[src/rtl/imem_port_arbiter.sv]
// rtl/imem_port_arbiter.sv - instruction-memory port arbiter between fetch and loader/debug
module imem_port_arbiter #(
  parameter int ADDR_W     = 32,
  parameter int DATA_W     = 32,
  parameter int MEM_LAT    = 1,
  parameter int MAX_STARVE = 4
) (
  input  logic              clk,
  input  logic              rst,
  // fetch side (read-only)
  input  logic              fetch_req,
  input  logic [ADDR_W-1:0] fetch_adr,
  output logic              fetch_ack,
  output logic              fetch_valid,
  output logic [DATA_W-1:0] fetch_data,
  // loader / debug side
  input  logic              ld_req,
  input  logic              ld_we,
  input  logic [ADDR_W-1:0] ld_adr,
  input  logic [DATA_W-1:0] ld_wdata,
  output logic              ld_ack,
  output logic              ld_valid,
  output logic [DATA_W-1:0] ld_rdata,
  // memory side
  output logic              mem_en,
  output logic              mem_we,
  output logic [ADDR_W-1:0] mem_adr,
  output logic [DATA_W-1:0] mem_wdata,
  input  logic [DATA_W-1:0] mem_rdata,
  // pipeline stall
  output logic              stall_out
);

  typedef enum logic [1:0] {S_IDLE, S_ISSUE, S_WAIT, S_DONE} state_t;
  typedef enum logic [1:0] {OWN_NONE, OWN_FETCH, OWN_LD} owner_t;

  localparam logic [3:0] LAT_M1     = 4'(MEM_LAT - 1);
  localparam logic [3:0] STARVE_MAX = 4'(MAX_STARVE);

  state_t     state;
  state_t     state_nxt;
  owner_t     owner;
  logic       owner_we;
  logic [3:0] wait_cnt;
  logic [3:0] starve;
  logic       grant_ld;
  logic       grant_f;

  // Arbitration: loader wins unless fetch has already waited MAX_STARVE grants.
  always_comb begin
    grant_ld = 1'b0;
    grant_f  = 1'b0;
    if (state == S_IDLE) begin
      if (ld_req && (!fetch_req || (starve < STARVE_MAX))) begin
        grant_ld = 1'b1;
      end else if (fetch_req) begin
        grant_f = 1'b1;
      end
    end
  end

  // State register.
  always_ff @(posedge clk or negedge rst) begin
    if (!rst) begin
      state <= S_IDLE;
    end else begin
      state <= state_nxt;
    end
  end

  // Next-state: ISSUE for one cycle, MEM_LAT wait cycles, DONE for one cycle.
  always_comb begin
    state_nxt = state;
    case (state)
      S_IDLE:  if (grant_ld || grant_f) state_nxt = S_ISSUE;
      S_ISSUE: state_nxt = S_WAIT;
      S_WAIT:  if (wait_cnt == 4'd0) state_nxt = S_DONE;
      S_DONE:  state_nxt = S_IDLE;
      default: state_nxt = S_IDLE;
    endcase
  end

  // Datapath: latch the granted request, count wait states, capture read data
  // on the last wait edge so the owner's data is valid alongside its valid pulse.
  always_ff @(posedge clk or negedge rst) begin
    if (!rst) begin
      owner       <= OWN_NONE;
      owner_we    <= 1'b0;
      wait_cnt    <= 4'd0;
      starve      <= 4'd0;
      fetch_ack   <= 1'b0;
      fetch_valid <= 1'b0;
      fetch_data  <= '0;
      ld_ack      <= 1'b0;
      ld_valid    <= 1'b0;
      ld_rdata    <= '0;
      mem_we      <= 1'b0;
      mem_adr     <= '0;
      mem_wdata   <= '0;
    end else begin
      fetch_ack   <= 1'b0;
      ld_ack      <= 1'b0;
      fetch_valid <= 1'b0;
      ld_valid    <= 1'b0;
      mem_we      <= 1'b0;
      case (state)
        S_IDLE: begin
          if (grant_ld) begin
            owner     <= OWN_LD;
            owner_we  <= ld_we;
            mem_adr   <= ld_adr;
            mem_wdata <= ld_wdata;
            mem_we    <= ld_we;
            ld_ack    <= 1'b1;
            if (fetch_req && (starve < STARVE_MAX)) begin
              starve <= starve + 4'd1;
            end
          end else if (grant_f) begin
            owner     <= OWN_FETCH;
            owner_we  <= 1'b0;
            mem_adr   <= fetch_adr;
            fetch_ack <= 1'b1;
            starve    <= 4'd0;
          end
        end
        S_ISSUE: begin
          wait_cnt <= LAT_M1;
        end
        S_WAIT: begin
          if (wait_cnt == 4'd0) begin
            if (owner == OWN_LD) begin
              ld_valid <= 1'b1;
              if (!owner_we) begin
                ld_rdata <= mem_rdata;
              end
            end else if (owner == OWN_FETCH) begin
              fetch_valid <= 1'b1;
              fetch_data  <= mem_rdata;
            end
          end else begin
            wait_cnt <= wait_cnt - 4'd1;
          end
        end
        S_DONE: begin
          owner    <= OWN_NONE;
          owner_we <= 1'b0;
        end
        default: begin
          owner <= OWN_NONE;
        end
      endcase
    end
  end

  assign mem_en    = (state == S_ISSUE) || (state == S_WAIT);
  assign stall_out = rst & fetch_req & ~fetch_valid;

endmodule
[config.mk]
export PLATFORM = sky130hd
export DESIGN_NAME = imem_port_arbiter
export DESIGN_NICKNAME = d
export VERILOG_FILES = /design/src/rtl/imem_port_arbiter.sv
export SDC_FILE = /design/constraint.sdc
export NUM_CORES = 1
export LEC_CHECK = 0
export CORE_MARGIN = 2
export CORE_UTILIZATION = 39
export CTS_BUF_LIST = sky130_fd_sc_hd__clkbuf_8
export DETAILED_ROUTE_END_ITERATION = 8
export PLACE_DENSITY = 0.79
export SLEW_MARGIN = 20
export SYNTH_ARGS = -nofsm -noshare
export SYNTH_HDL_FRONTEND = slang
export SYNTH_SLANG_ARGS = --single-unit
export TNS_END_PERCENT = 30
[constraint.sdc]
create_clock -name clk -period 1.6 [get_ports clk]
set_input_delay 0.32 -clock clk [delete_from_list [all_inputs] [get_ports clk]]
set_output_delay 0.32 -clock clk [all_outputs]
set_load 0.01 [all_outputs]
# --- Yosys cells after proc, flatten, opt, wreduce, memory -nomap -nowiden ---
# Index checks and enable logic that the tools add are counted.
word_totals:
  ff_bits: 146
classes:
  n_lt_le_gt_ge: 1
  mux: 35
  eq_ne: 10
  n_reduce_logical: 19
  n_bitwise: 5
  add_sub_neg: 2
op_table:
  columns: ["cell", "count"]
  rows:
  - ["two-way mux 32 bit", 2]
  - ["two-way mux 1 bit", 21]
  - ["two-way mux 4 bit", 4]
  - ["AND reduction 2 bit", 5]
  - ["two-way mux 2 bit", 4]
  - ["one-hot mux 2 bit (4 select lines)", 1]
  - ["one-hot mux 4 bit (2 select lines)", 1]
  - ["AND reduction 4 bit", 2]
  - ["equality test 2 bit (second input constant)", 3]
  - ["nonzero test 2 bit", 3]
  - ["adder 4 x 1 -> 4 bit (second input constant)", 1]
  - ["equality test 2 x 1 -> 1 bit (second input constant)", 2]
  - ["zero test 4 bit", 1]
  - ["less-than comparator 4 x 3 -> 1 bit (second input constant)", 1]
  - ["!= test 2 x 1 -> 1 bit (second input constant)", 2]
  - ["!= test 2 bit (second input constant)", 2]
  - ["one-hot mux 2 bit (2 select lines)", 1]
  - ["subtractor 4 x 1 -> 4 bit (second input constant)", 1]
  - ["logical OR 1 bit", 3]
  - ["!= test 3 bit (second input constant)", 1]
  - ["NOT 1 bit", 3]
  - ["AND reduction 3 bit", 1]
  - ["bitwise AND 1 bit", 2]
  - ["logical AND 1 bit", 2]
  - ["3 further kinds", 3]

# --- Logic depth before layout (Yosys ltp) ---
# Gate-level depths: netlist of run 1.
logic_depth:
  word_depth: 8
  mapped_depth: 8
  depth_no_buf: 5

# --- Worst setup path after synthesis of run 1 ---
# OpenSTA, ideal clock, no wires.
synth_path:
  kind: "register -> register"
  from: "reg wait_cnt[0]"
  to: "reg state[1]"
  setup_slack_ns: -0.139
  stages_incl_launch_ff: 6
  arrival_ns: 1.614
  required_time_ns: 1.475
  path_cell_list: "dfrtp_1 inv_1 ha_1 or3b_2 a21oi_1 mux2_2"
synth_via:
  elab_chain_cells: 3
synth_lines:
  columns: ["element", "line_no", "text"]
  rows:
  - ["start: declaration", "44", "logic [3:0] wait_cnt;"]
  - ["start signal: assignment", "141", "wait_cnt <= wait_cnt - 4'd1;"]
  - ["zero test 4 bit", "77", "S_WAIT: if (wait_cnt == 4'd0) state_nxt = S_DONE;"]
  - ["!= test 2 bit (no line)", null, null]
  - ["AND reduction 2 bit (no line)", null, null]
  - ["end signal: assignment", "67", "state <= state_nxt;"]
  - ["end: declaration", "40", "state_t state;"]
# Every way passes these cells.
# A chain may end at the register's enable or synchronous reset.

# --- Worst setup path in the final report of run 1 ---
layout_path:
  from: "reg state[0]"
  to: "reg ld_rdata[25]"
layout_via:
  elab_chain_cells: 2
layout_lines:
  columns: ["element", "line_no", "text"]
  rows:
  - ["equality test 2 bit", "106", "case (state)"]
  - ["AND reduction 4 bit (no line)", null, null]
  - ["end signal: assignment", "134", "ld_rdata <= mem_rdata;"]
  - ["end: declaration", "23", "output logic [DATA_W-1:0] ld_rdata,"]
# Every way passes these cells.

==> results of run 1 <==
-- power groups by stage --
stage / clock, mW / combinational, mW / sequential [mW]
CTS: 3.29 / 7.65 / 6.35
finish: 3.20 / 7.54 / 6.33
detailed placement: 0 / 8.68 / 6.47
floorplan: 0 / 3.18 / 7.16
global placement: 0 / 8.48 / 6.38
global route: 3.46 / 8.11 / 6.57
-- cell families after synthesis --
family | count (synthesis) | synth area share, %
flops | 146 | 60.9
buf+inv | 27 | 3.03
fa+ha+maj | 7 | 1.46
compound gates | 39 | 5.49
simple gates | 56 | 6.14
mux | 119 | 22.9
-- per-stage QoR --
| step | TNS [ns] | util, % | std cells | area, um^2 |
|---|---|---|---|---|
| 3_3_place_gp | -18.09 | 60.0 | 857 | 9050 |
| 6_report | -3.72 | 62.5 | 893 | 9430 |
| 5_1_grt | -10.58 | 62.5 | 893 | 9430 |
| 2_1_floorplan | -5.65 | - | 394 | 6030 |
| 3_5_place_dp | -22.43 | 60.0 | 857 | 9050 |
| 4_1_cts | -5.02 | 62.5 | 893 | 9430 |
-- critical path: stages (launching register included) --
cell	delay, ns
dfrtp_1	0.40
inv_2	0.08
ha_2	0.18
and4bb_4	0.28
nand3_4	0.14
buf_12	0.19
mux2_2	0.28
-- timing repair --
action | in CTS | in global routing
endpoints found under the setup margin | 262 | 125
pin swaps | 3 | 0
resized for setup | 159 | 1
setup buffers | 3 | 0
gates cloned | 1 | 0
-- metal layers --
layer  vias up  wire length [um]  global-route usage [%]
li1       2015                 -                       -
met1      2156              6320                    22.9
met2       156              8120                    34.6
met3        26               894                    5.22
met4         0               369                    8.27
met5         -                 0                       0
-- layout make-up --
class	instances	area, um^2
Multi-Input combinational cell	222	2230
Tap cell	188	235
Clock buffer	19	262
Timing Repair Buffer	298	2840
Clock inverter	13	183
Inverter	7	28.8
Sequential cell	146	3650
Fill cell	1194	5660
-- final timing paths --
path / to / slack (ns) / cells past startpoint
setup / recovery: ld_rdata[25] / -0.08 / 6
setup reg to reg: ld_rdata[25] / -0.08 / 6
min in group clk: mem_adr[27] / 0.49 / 2
max in group asynchronous: mem_adr[25] / 0.99 / 2
hold / removal: mem_adr[11] / -0.03 / 2
hold reg to reg: ld_rdata[27] / 0.50 / 1
-- cells in the mapped netlist --
cell	number
dfrtp_1	146
mux2_2	106
and2_1	24
a221o_1	22
mux2_4	10
o21ai_0	10
buf_6	8
nand2_1	8
buf_2	7
ha_1	7
inv_1	6
nand2b_1	4
nor2_1	4
buf_4	3
nor3b_1	3
clkbuf_1	2
mux2i_1	2
nand3_1	2
a21bo_2	1
a21o_1	1
a21oi_1	1
a21oi_2	1
a311o_1	1
and3b_1	1
and4bb_4	1
inv_2	1
mux2_1	1
nand2_2	1
nand3_2	1
nand3_4	1
nand3b_4	1
nand4_1	1
nor2b_1	1
nor4b_1	1
o21ai_2	1
o22a_1	1
or3_1	1
or3b_2	1
-- registers in the layout, indices dropped and copies added, names as in the netlist --
name	flops
mem_we	1
fetch_valid	1
ld_ack	1
starve	4
state	2
fetch_data	32
owner	2
owner_we	1
ld_valid	1
ld_rdata	32
fetch_ack	1
mem_wdata	32
wait_cnt	4
mem_adr	32
-- placed cells by master, fill, tap and decap left out, types with 2 or more instances in the layout --
cell             instances
buf_4                   21
mux2i_1                  2
mux2_2                 105
dfrtp_1                146
clkdlybuf4s50_1        130
nand2_1                  8
a221o_1                 22
clkinv_2                 3
buf_12                   7
and2_1                  24
mux2_4                  11
nor2_1                   4
inv_2                    4
o21ai_0                  9
dlygate4sd2_1          135
buf_6                    5
inv_1                    3
nor3b_1                  2
bufinv_16                4
ha_2                     2
clkbuf_8                19
nand2b_1                 4
clkinv_4                 4
ha_1                     4
nand3_1                  2
==> flow_metrics.tcl, run 1 <==
set metrics [dict create \
    nets 832 \
    postSynthAreaPerCell_um2 15.2 \
    gp_congestion 0.811 \
    skew_ns 0.0139 \
    start_util_pct 39.7 \
    die_h_um 128 \
    syn_nets 534 \
    final_layout_size_suffix_gt1_share_pct 28.4 \
    drv_cap 0 \
    io_pins 268 \
    grt_max_degree 147 \
    diodes 0 \
    drt-vias-per-instance 4.87 \
    period_share_pct 105 \
    drt_wl_total_um 15700 \
    clk_pin_slew_ns 0.08 \
    switching_power_mw 5.47 \
    core.rowCount 45 \
    status "complete, but fails checks" \
    rr_startpoint "state[0]" \
    seq_area_frac_synth_pct 60.9 \
    drt_iter0_markers 192 \
    worstSetupStartpointType "flip-flop" \
    p_clk_share_pct 18.7 \
    portBuffers 267 \
    ys_warn_count 0 \
    violations "hold timing, setup timing" \
    synth_top_area_share_pct 60.9 \
    drv_slew 0 \
    p_int_mw 11.6 \
    ir_drop_uv 931 \
    overflow 0 \
    rsz0062_at_grt "true" \
    tritoncts "done" \
    dr.pass1.iters 4 \
    period_needed_ns 1.68 \
    antenna_found_initial 0 \
    cts.sinks 146 \
    synthDistinctLibCells 38 \
    cts_max_path_buffers 2 \
    max_freq_ghz 0.596 \
    dp_slack_ns -0.364 \
    cp_max_fo 18 \
    slew_headroom_pct 46.3 \
    ant_nets 0 \
    p_leak_nw 4.38 \
    p_total_mw 17.1 \
    area_delta_synth_final_pct 57.3 \
    yosysTopAreaCell "dfrtp_1" \
    crit_required_ns 1.92 \
    worstPathArrival_ns 1.99 \
    hold_path_class "in -> async" \
    p_seq_share_pct 37.1 \
    hpwl_um 11400 \
    h-tree-depth 4 \
    cts_root_buffer "clkbuf_8" \
    hold_buffers 0 \
    critPathLaunch "state[0]" \
    wl_per_cell_um 17.6 \
    synth_area_leaders "dfrtp_1 61%, mux2_2 20%, a221o_1 3.7%" \
    clk_latency_ns 0.44 \
    switching_share_pct 32.0 \
    p_comb_share_pct 44.2 \
    netlist_area_mm2 0.00599 \
    drc_errors 0 \
    grt_pass1_vias 4788 \
    vias 4353 \
    synthCells 394 \
    grt_pass1_wl_um 24700 \
    grt.total_usage_pct 19.7 \
    setup_viol 99 \
    die-area_mm2 0.0164 \
    numCtsBuffers 17 \
    timing.final.ws_setup_ns -0.0766 \
    critPathKind "reg -> reg" \
    powerDensity_mw_per_mm2 1810 \
    die_w_um 128 \
    synth_seq_cells 146 \
    coreArea_mm2 0.0151 \
    whs_ns -0.0314 \
    hold_viol 28 \
    worst_pin_slew_ns 0.805 \
    end_kind "flip-flop" \
]
Power figures use the tool's default switching activity.
==> run 2, diff against run 1 <==
==> constraint.sdc (replaced) <==
create_clock -name clk -period 1.6 [get_ports clk]
set_input_delay 0.16 -clock clk [delete_from_list [all_inputs] [get_ports clk]]
set_output_delay 0.16 -clock clk [all_outputs]
set_load 0.01 [all_outputs]
==> flow_metrics.tcl, run 2 (same netlist as run 1, synthesis figures left out) <==
set metrics [dict create \
    wl_per_cell_um 18.7 \
    drv_cap 0 \
    portBuffers 267 \
    dr.pass1.iters 4 \
    status "complete, but fails checks" \
    layout_commonest_cell "clkdlybuf4s50_1" \
    grt_max_degree 147 \
    timing.final.ws_setup_ns -0.0907 \
    worst_pin_slew_ns 0.793 \
    p_leak_nw 4.25 \
    end_kind "flip-flop" \
    clk_pin_slew_ns 0.08 \
    cts_max_path_buffers 2 \
    tritoncts "done" \
    finalSetupTns_ns -2.75 \
    coreArea_mm2 0.0151 \
    drt-vias-per-instance 4.96 \
    drc_errors 0 \
    layout_common_cells "264 x clkdlybuf4s50_1, 146 x dfrtp_1, 89 x mux2_2" \
    h-tree-depth 4 \
    die-area_mm2 0.0164 \
    area_delta_synth_final_pct 63.4 \
    cp_max_fo 16 \
    whs_ns 0.333 \
    period_needed_ns 1.69 \
    crit_required_ns 1.91 \
    cts.sinks 146 \
    critPathKind "reg -> reg" \
    max_freq_ghz 0.591 \
    ir_drop_uv 962 \
    design_area_mm2 0.00979 \
    final_layout_size_suffix_gt1_share_pct 31.8 \
    drv_slew 0 \
    place_area_mm2 0.00908 \
    numCtsBuffers 17 \
    slew_headroom_pct 47.1 \
    start_util_pct 39.7 \
    powerDensity_mw_per_mm2 1930 \
    io_pins 268 \
    vias 4457 \
    hpwl_um 11900 \
    finish.utilization_pct 64.9 \
    antenna_found_initial 1 \
    final_cell_count_no_fill 898 \
    skew_ns 0.0137 \
    die_w_um 128 \
    setup_viol 66 \
    dp.cells 857 \
    cts_root_buffer "clkbuf_8" \
    ant_nets 0 \
    worstPathArrival_ns 2.00 \
    hold_viol 0 \
    gp_congestion 0.801 \
    p_total_mw 18.9 \
    die_h_um 128 \
    worstSetupStartpointType "flip-flop" \
    grt_pass1_vias 4920 \
    rrSetupSlack_ns -0.09 \
    overflow 0 \
    core.rowCount 45 \
    period_share_pct 106 \
    diodes 0 \
    hold_path_class "in -> reg" \
    violations "setup timing" \
    dp_slack_ns -0.202 \
    drt_wl_total_um 16800 \
    drt_iter0_markers 173 \
    clk_latency_ns 0.43 \
    grt_pass1_wl_um 25800 \
    nets 838 \
    grt.total_usage_pct 20.3 \
    rsz0062_at_grt "true" \
]
==> run 2: cell types whose count changed in the layout (fill, tap and decap cells not counted), sizes merged <==
cell | previous run | this run
buf | 33 | 37
clkdlybuf4s50 | 130 | 264
inv | 9 | 8
dlygate4sd2 | 135 | 1
clkinv | 7 | 3
clkinvlp | 0 | 5
dlygate4sd3 | 0 | 1
==> run 2: layout make-up <==
cell class | count | area, um^2
Tap cell | 188 | 235
Sequential cell | 146 | 3650
Timing Repair Buffer | 304 | 3070
Multi-Input combinational cell | 222 | 2370
Clock buffer | 18 | 248
Inverter | 7 | 26.3
Fill cell | 1141 | 5300
Clock inverter | 13 | 185
==> run 2: where the power goes <==
part	total, mW	switching [mW]	leakage, nW	internal, mW
Sequential	6.44	0.979	1.76	5.46
Clock	3.15	1.42	0.203	1.73
Combinational	9.35	3.39	2.29	5.96
Total	18.9	5.79	4.25	13.2
==> run 2: final timing paths <==
| kind | from | end | cells after the start |
|---|---|---|---|
| setup / recovery | state[0] | fetch_data[2] | 6 |
| max in group asynchronous | rst | fetch_data[2] | 3 |
| hold reg to reg | ld_rdata[7] | ld_rdata[7] | 1 |
| min in group asynchronous | rst | mem_we | 3 |
| setup reg to reg | state[0] | fetch_data[2] | 6 |
| hold / removal | ld_wdata[7] | mem_wdata[7] | 2 |
==> run 2: critical path, stage by stage (launching register included) <==
cell	delay (ns)
dfrtp_1	0.40
inv_2	0.09
ha_2	0.18
and4bb_4	0.29
nand3b_4	0.12
buf_12	0.18
mux2_4	0.30
==> run 2: routing by layer <==
metal	part of all wire (%)	routed length (um)	global-route usage (%)	up-vias
met4	2.5	415	8.40	2
met2	53	8860	35.8	159
met5	0.077	13	0	-
li1	-	-	-	2025
met1	39	6630	24.0	2236
met3	5.3	888	4.51	35
==> run 2: what timing repair did <==
action | 4_1_cts | 5_1_grt
buffers inserted | 3 | 2
endpoints found under the hold margin | 146 | 0
gates cloned | 1 | 3
gates resized for setup | 19 | 44
hold buffers | 1 | 0
endpoints found under the setup margin | 118 | 130
pin swaps | 4 | 18
==> run 3, diff against run 2 <==
Settings changed: CTS_CLUSTER_SIZE set to 10.
==> results of run 3 <==
Same layout as run 2: the final DEF is identical, and so are final timing and power.
